### src/rtl/cbx_param.sv
// cbx_param: connection box for one horizontal channel segment.
// Pass-through tracks are wired straight across. Each grid input pin picks
// one track, or a constant 0, through a select field. A serial shadow chain
// holds the next configuration, and a commit copies it into the active
// selects only when exactly CFG_BITS bits have been shifted since the last
// commit or reset.
// Optional build macro: CBX_REG_IPIN_EN registers ipin_out, adding one cycle
// of latency. Without it, ipin_out is combinational.
module cbx_param #(
    parameter int CHAN_W   = 3,
    parameter int NUM_IPIN = 2
) (
    input  logic                prog_clk,
    input  logic                prog_reset_n,
    input  logic [CHAN_W-1:0]   chanx_left_in,
    input  logic [CHAN_W-1:0]   chanx_right_in,
    input  logic                ccff_head,
    input  logic                ccff_en,
    input  logic                ccff_commit,
    output logic [CHAN_W-1:0]   chanx_left_out,
    output logic [CHAN_W-1:0]   chanx_right_out,
    output logic [NUM_IPIN-1:0] ipin_out,
    output logic                ccff_tail,
    output logic                cfg_valid,
    output logic                cfg_err
);

    localparam int SEL_W    = $clog2(2 * CHAN_W + 1);
    localparam int CFG_BITS = NUM_IPIN * SEL_W;
    localparam int CNT_W    = $clog2(CFG_BITS + 2);

    localparam logic [CNT_W-1:0] CNT_FULL = CNT_W'(CFG_BITS);
    localparam logic [CNT_W-1:0] CNT_SAT  = CNT_W'(CFG_BITS + 1);

    // Shift-count states: the counter value is the state encoding source.
    localparam logic [1:0] ST_IDLE     = 2'd0;
    localparam logic [1:0] ST_SHIFTING = 2'd1;
    localparam logic [1:0] ST_FULL     = 2'd2;
    localparam logic [1:0] ST_OVER     = 2'd3;

    logic [CFG_BITS-1:0] shadow_r;
    logic [CFG_BITS-1:0] active_r;
    logic [CNT_W-1:0]    count_r;
    logic                cfg_valid_r;
    logic                cfg_err_r;
    logic [1:0]          state_s;
    logic [NUM_IPIN-1:0] ipin_s;

    // One track-select decoder.
    // Selects below CHAN_W pick a left track.
    // Selects from CHAN_W to 2*CHAN_W-1 pick a right track.
    // Every other select drives a constant 0.
    function automatic logic sel_bit(input logic [SEL_W-1:0]  sel,
                                     input logic [CHAN_W-1:0] left,
                                     input logic [CHAN_W-1:0] right);
        logic bit_v;
        bit_v = 1'b0;
        for (int k = 0; k < CHAN_W; k++) begin
            if (sel == SEL_W'(k)) begin
                bit_v = left[k];
            end else if (sel == SEL_W'(k + CHAN_W)) begin
                bit_v = right[k];
            end else begin
                bit_v = bit_v;
            end
        end
        return bit_v;
    endfunction

    // Tracks pass straight across; configuration and reset never touch them.
    assign chanx_left_out  = chanx_right_in;
    assign chanx_right_out = chanx_left_in;

    assign ccff_tail = shadow_r[CFG_BITS-1];
    assign cfg_valid = cfg_valid_r;
    assign cfg_err   = cfg_err_r;

    // Classify the saturating shift count into the load state.
    always_comb begin
        state_s = ST_IDLE;
        if (count_r == {CNT_W{1'b0}}) begin
            state_s = ST_IDLE;
        end else if (count_r < CNT_FULL) begin
            state_s = ST_SHIFTING;
        end else if (count_r == CNT_FULL) begin
            state_s = ST_FULL;
        end else begin
            state_s = ST_OVER;
        end
    end

    // Shadow chain, shift counter and commit handling.
    // A commit wins over a shift in the same cycle.
    always_ff @(posedge prog_clk or negedge prog_reset_n) begin
        if (!prog_reset_n) begin
            shadow_r    <= {CFG_BITS{1'b0}};
            active_r    <= {CFG_BITS{1'b0}};
            count_r     <= {CNT_W{1'b0}};
            cfg_valid_r <= 1'b0;
            cfg_err_r   <= 1'b0;
        end else if (ccff_commit) begin
            count_r <= {CNT_W{1'b0}};
            case (state_s)
                ST_FULL: begin
                    active_r    <= shadow_r;
                    cfg_valid_r <= 1'b1;
                    cfg_err_r   <= 1'b0;
                end
                default: begin
                    cfg_err_r <= 1'b1;
                end
            endcase
        end else begin
            cfg_err_r <= 1'b0;
            if (ccff_en) begin
                shadow_r <= {shadow_r[CFG_BITS-2:0], ccff_head};
                if (count_r != CNT_SAT) begin
                    count_r <= count_r + CNT_W'(1);
                end else begin
                    count_r <= count_r;
                end
            end else begin
                shadow_r <= shadow_r;
                count_r  <= count_r;
            end
        end
    end

    // Per-pin select decode; pins read 0 until a configuration is active.
    always_comb begin
        ipin_s = {NUM_IPIN{1'b0}};
        for (int i = 0; i < NUM_IPIN; i++) begin
            if (cfg_valid_r) begin
                ipin_s[i] = sel_bit(active_r[i*SEL_W +: SEL_W],
                                    chanx_left_in, chanx_right_in);
            end else begin
                ipin_s[i] = 1'b0;
            end
        end
    end

`ifdef CBX_REG_IPIN_EN
    logic [NUM_IPIN-1:0] ipin_r;

    // Register the pin outputs, which adds one cycle of latency.
    always_ff @(posedge prog_clk or negedge prog_reset_n) begin
        if (!prog_reset_n) begin
            ipin_r <= {NUM_IPIN{1'b0}};
        end else begin
            ipin_r <= ipin_s;
        end
    end

    assign ipin_out = ipin_r;
`else
    assign ipin_out = ipin_s;
`endif

endmodule

### config.mk
export PLATFORM = sky130hd
export DESIGN_NAME = cbx_param
export DESIGN_NICKNAME = d
export VERILOG_FILES = /design/src/rtl/cbx_param.sv
export SDC_FILE = /design/constraint.sdc
export NUM_CORES = 1
export LEC_CHECK = 0
export CAP_MARGIN = 25
export CORE_MARGIN = 4
export CORE_UTILIZATION = 42
export DETAILED_ROUTE_END_ITERATION = 12
export HOLD_SLACK_MARGIN = 0.15
export PLACE_DENSITY = 0.73
export SYNTH_ARGS = -nofsm -noshare
export SYNTH_HDL_FRONTEND = slang
export SYNTH_SLANG_ARGS = --single-unit
### constraint.sdc
create_clock -name prog_clk -period 1.3 [get_ports prog_clk]
set_input_delay 0.195 -clock prog_clk [delete_from_list [all_inputs] [get_ports prog_clk]]
set_output_delay 0.195 -clock prog_clk [all_outputs]
set_load 0.02 [all_outputs]
==> results of run 1 <==
-- flip-flops by register name, indices dropped and copies added, names as in the netlist --
name,count
active_r,6
count_r,3
cfg_err,1
cfg_valid,1
shadow_r,6
-- power by group --
part / internal, mW / total, mW / switching (mW)
clock network: 0.119 / 0.276 / 0.157
logic: 0.156 / 0.267 / 0.111
registers: 0.605 / 0.664 / 0.0588
total: 0.880 / 1.21 / 0.327
-- logic make-up (layout without fill, tap and decap cells) --
family,after synthesis,in the layout,share of synthesized area (%)
XOR/XNOR,1,1,1.022
flip-flops,17,17,49.64
AO/OA/AOI/OAI,3,3,2.482
AND/OR/NAND/NOR,11,11,7.445
multiplexers,18,18,26.57
buffers and inverters,10,42,7.006
adder cells (fa/ha/maj),4,4,5.840
-- critical path, cell delays in order (launching register included) --
cell	delay, ns
dfrtp_1	0.38
mux4_2	0.51
nor2b_1	0.14
o21a_2	0.19
buf_6	0.13
-- stage by stage --
| stage | instance area (um^2) | instances | worst slack, ns |
|---|---|---|---|
| 6_report | 1242 | 123 | -0.5323 |
| 3_5_place_dp | 1135 | 116 | -0.9019 |
| 5_1_grt | 1242 | 123 | -0.5902 |
| 2_1_floorplan | 857.1 | 64 | -0.1277 |
| 4_1_cts | 1210 | 122 | -0.5564 |
| 3_3_place_gp | 1135 | 116 | -0.8708 |
-- metal layers --
layer	global-route usage, %	wire length, um	vias to the layer above
met1	13.19	657	275
li1	-	-	278
met3	2.817	102	2
met4	10.21	27	0
met2	23.55	838	20
met5	0	0	-
-- cell usage in the layout, fill, tap and decap left out, types with 3 or more instances in the layout --
| cell | instances |
|---|---|
| buf_6 | 3 |
| nor2_1 | 3 |
| mux2_2 | 10 |
| mux2i_1 | 4 |
| ha_4 | 4 |
| dlygate4sd2_1 | 8 |
| clkbuf_4 | 3 |
| dfrtp_1 | 15 |
| buf_4 | 13 |
| clkdlybuf4s50_1 | 11 |
| nor2b_1 | 3 |
-- area by class of cell --
class                      instances  area (um^2)  share of cell area (%)
inverter                           3        11.26                  0.9063
timing repair buffer              35        311.5                   25.08
clock buffer                       4        26.28                   2.115
tap                               27        33.78                   2.719
sequential                        17        427.9                   34.44
multi-input combinational         37        431.7                   34.74
-- how the worst max path moves through the flow --
stage,to,slack [ns],depth (start not counted),from
2_1_floorplan,ipin_out[0],-0.13,3,active_r[0]
3_3_place_gp,ipin_out[1],-0.87,5,chanx_right_in[0]
3_5_place_dp,ipin_out[1],-0.90,5,chanx_right_in[0]
4_1_cts,ipin_out[1],-0.56,4,active_r[3]
5_1_grt,ipin_out[1],-0.59,4,active_r[3]
6_report,ipin_out[1],-0.53,4,active_r[3]
-- what timing repair did --
action / in CTS / in global routing
gates resized for setup: 29 / 4
endpoints found under the setup margin: 19 / 12
hold endpoints to repair: 0 / 0
pin swaps: 2 / 1
buffers inserted: 2 / 1
==> impl_metrics.toml, run 1 <==
[sta]
setup_tns_ns = -1.310
max_freq_mhz = 545.8
hold_ws_ns = 0.2169
skew_ns = 0.004446
rsz0062_at_grt = "true"
worst_slack_ns = -0.5323
layout_min_cycle_time_ns = 1.832
slew_violations = 0
hold_violations = 0
slew-limit-headroom_pct = 85.42
final-setup-viol-count = 9
min_period_over_period_pct = 140.9
worst_pin_slew_ns = 0.2187

[cells_and_area]
fillers = 163
area_growth_pct = 44.96
antenna_cells = 0
layout-drive-gt1-share_pct = 44.79
nets = 112
fin_util_pct = 63.98

[floorplanning]
dieWidth_um = 53.18
core_area_um2 = 1942
initial_core_util_pct = 44.14
io-pin-count = 22
die_y_um = 53.18
dieArea_um2 = 2828
rows = 16

[drt]
routed_wl_mm = 1.625
routed_via_density = 4.675
num_vias = 575
ant_nets = 0
drt_iter0_markers = 3
firstDrtPassIters = 4
drt-wirelength-per-cell_um = 13.21
drc = 0

[setup_path]
reg2reg_from = "count_r[0]"
path_max_fanout = 2
critPathKind = "reg -> out"
timing.critical_path.from_type = "flip-flop"
cp.arrival_ns = 1.64
timing.rr.end = "active_r[3]"
ff2ff_setup_slack_ns = -0.02
crit_path_end_kind = "primary output"
r2r_cells = 5
crit_required_ns = 1.11

[clock_network]
cts_hold_buf = 0
cts.sinks = 17
root_buffer = "clkbuf_4"
cts_buffer_depth = 2
cts.htree.levels = 1
clk_pin_slew_worst_paths_ns = 0.10
cts_buffers = 3
insertion_delay_ns = 0.28
cts_tree = "done"

[synthesis]
yosys-top-cells-count = "dfrtp_1 (17), mux2_2 (12), buf_4 (6)"
synth-seq-cells = 17
async_reset_ff_share_pct = 100.0
yosysUniqueCellTypes = 16
synth.avg_cell_area_um2 = 13.39
yosys_warnings = 0
syn-num-nets = 79
synth_area_leaders = "dfrtp_1 (50%), mux2_2 (16%), mux4_1 (6.1%)"
netlist_instances = 64
synth_most_common_cell = "dfrtp_1"
syn_area_um2 = 857.1
synth_sequential_area_ratio_pct = 49.64
synthFlopType = "dfrtp_1"
synth_area_leader_cell = "dfrtp_1"
synth-edff-count = 0
synth_top_area_share_pct = 49.64

[hold_path]
hold_class = "in -> async"

[power_and_ir_drop]
power_density_nw_per_um2 = 971.5
total_leakage_power_nw = 0.5795
irDropWorstVdd_uv = 536.9
total_power_mw = 1.207

[placed_design]
gp_congestion = 0.7190
dpl.hpwl_mm = 1.269
port_buffers = 21

[global_routing]
grt_max_degree = 18
grt-ovfl-total = 0
grt_pass1_vias = 576
grt_pass1_wl_mm = 2.546
track_usage_pct = 13.24
grt_antenna_before_repair = 0

[run]
maxCapViolCount = 0

[outcome]
status = "finished, violations left"
violations = "negative setup slack"
Note: power is estimated with default switching activity, not from simulation.
==> run 2, diff against run 1 <==
--- a/config.mk
+++ b/config.mk
@@ -11,6 +11,7 @@
 export DETAILED_ROUTE_END_ITERATION = 12
 export HOLD_SLACK_MARGIN = 0.15
 export PLACE_DENSITY = 0.73
+export SLEW_MARGIN = 20
 export SYNTH_ARGS = -nofsm -noshare
 export SYNTH_HDL_FRONTEND = slang
 export SYNTH_SLANG_ARGS = --single-unit
==> results of run 2 <==
Final layout, timing and power as in run 1 (identical DEF).
==> run 3, diff against run 2 <==
--- a/config.mk
+++ b/config.mk
@@ -11,6 +11,7 @@
 export DETAILED_ROUTE_END_ITERATION = 12
 export HOLD_SLACK_MARGIN = 0.15
 export PLACE_DENSITY = 0.73
+export SKIP_LAST_GASP = 1
 export SLEW_MARGIN = 20
 export SYNTH_ARGS = -nofsm -noshare
 export SYNTH_HDL_FRONTEND = slang
==> results of run 3 <==
Final layout, timing and power as in run 1 (identical DEF).
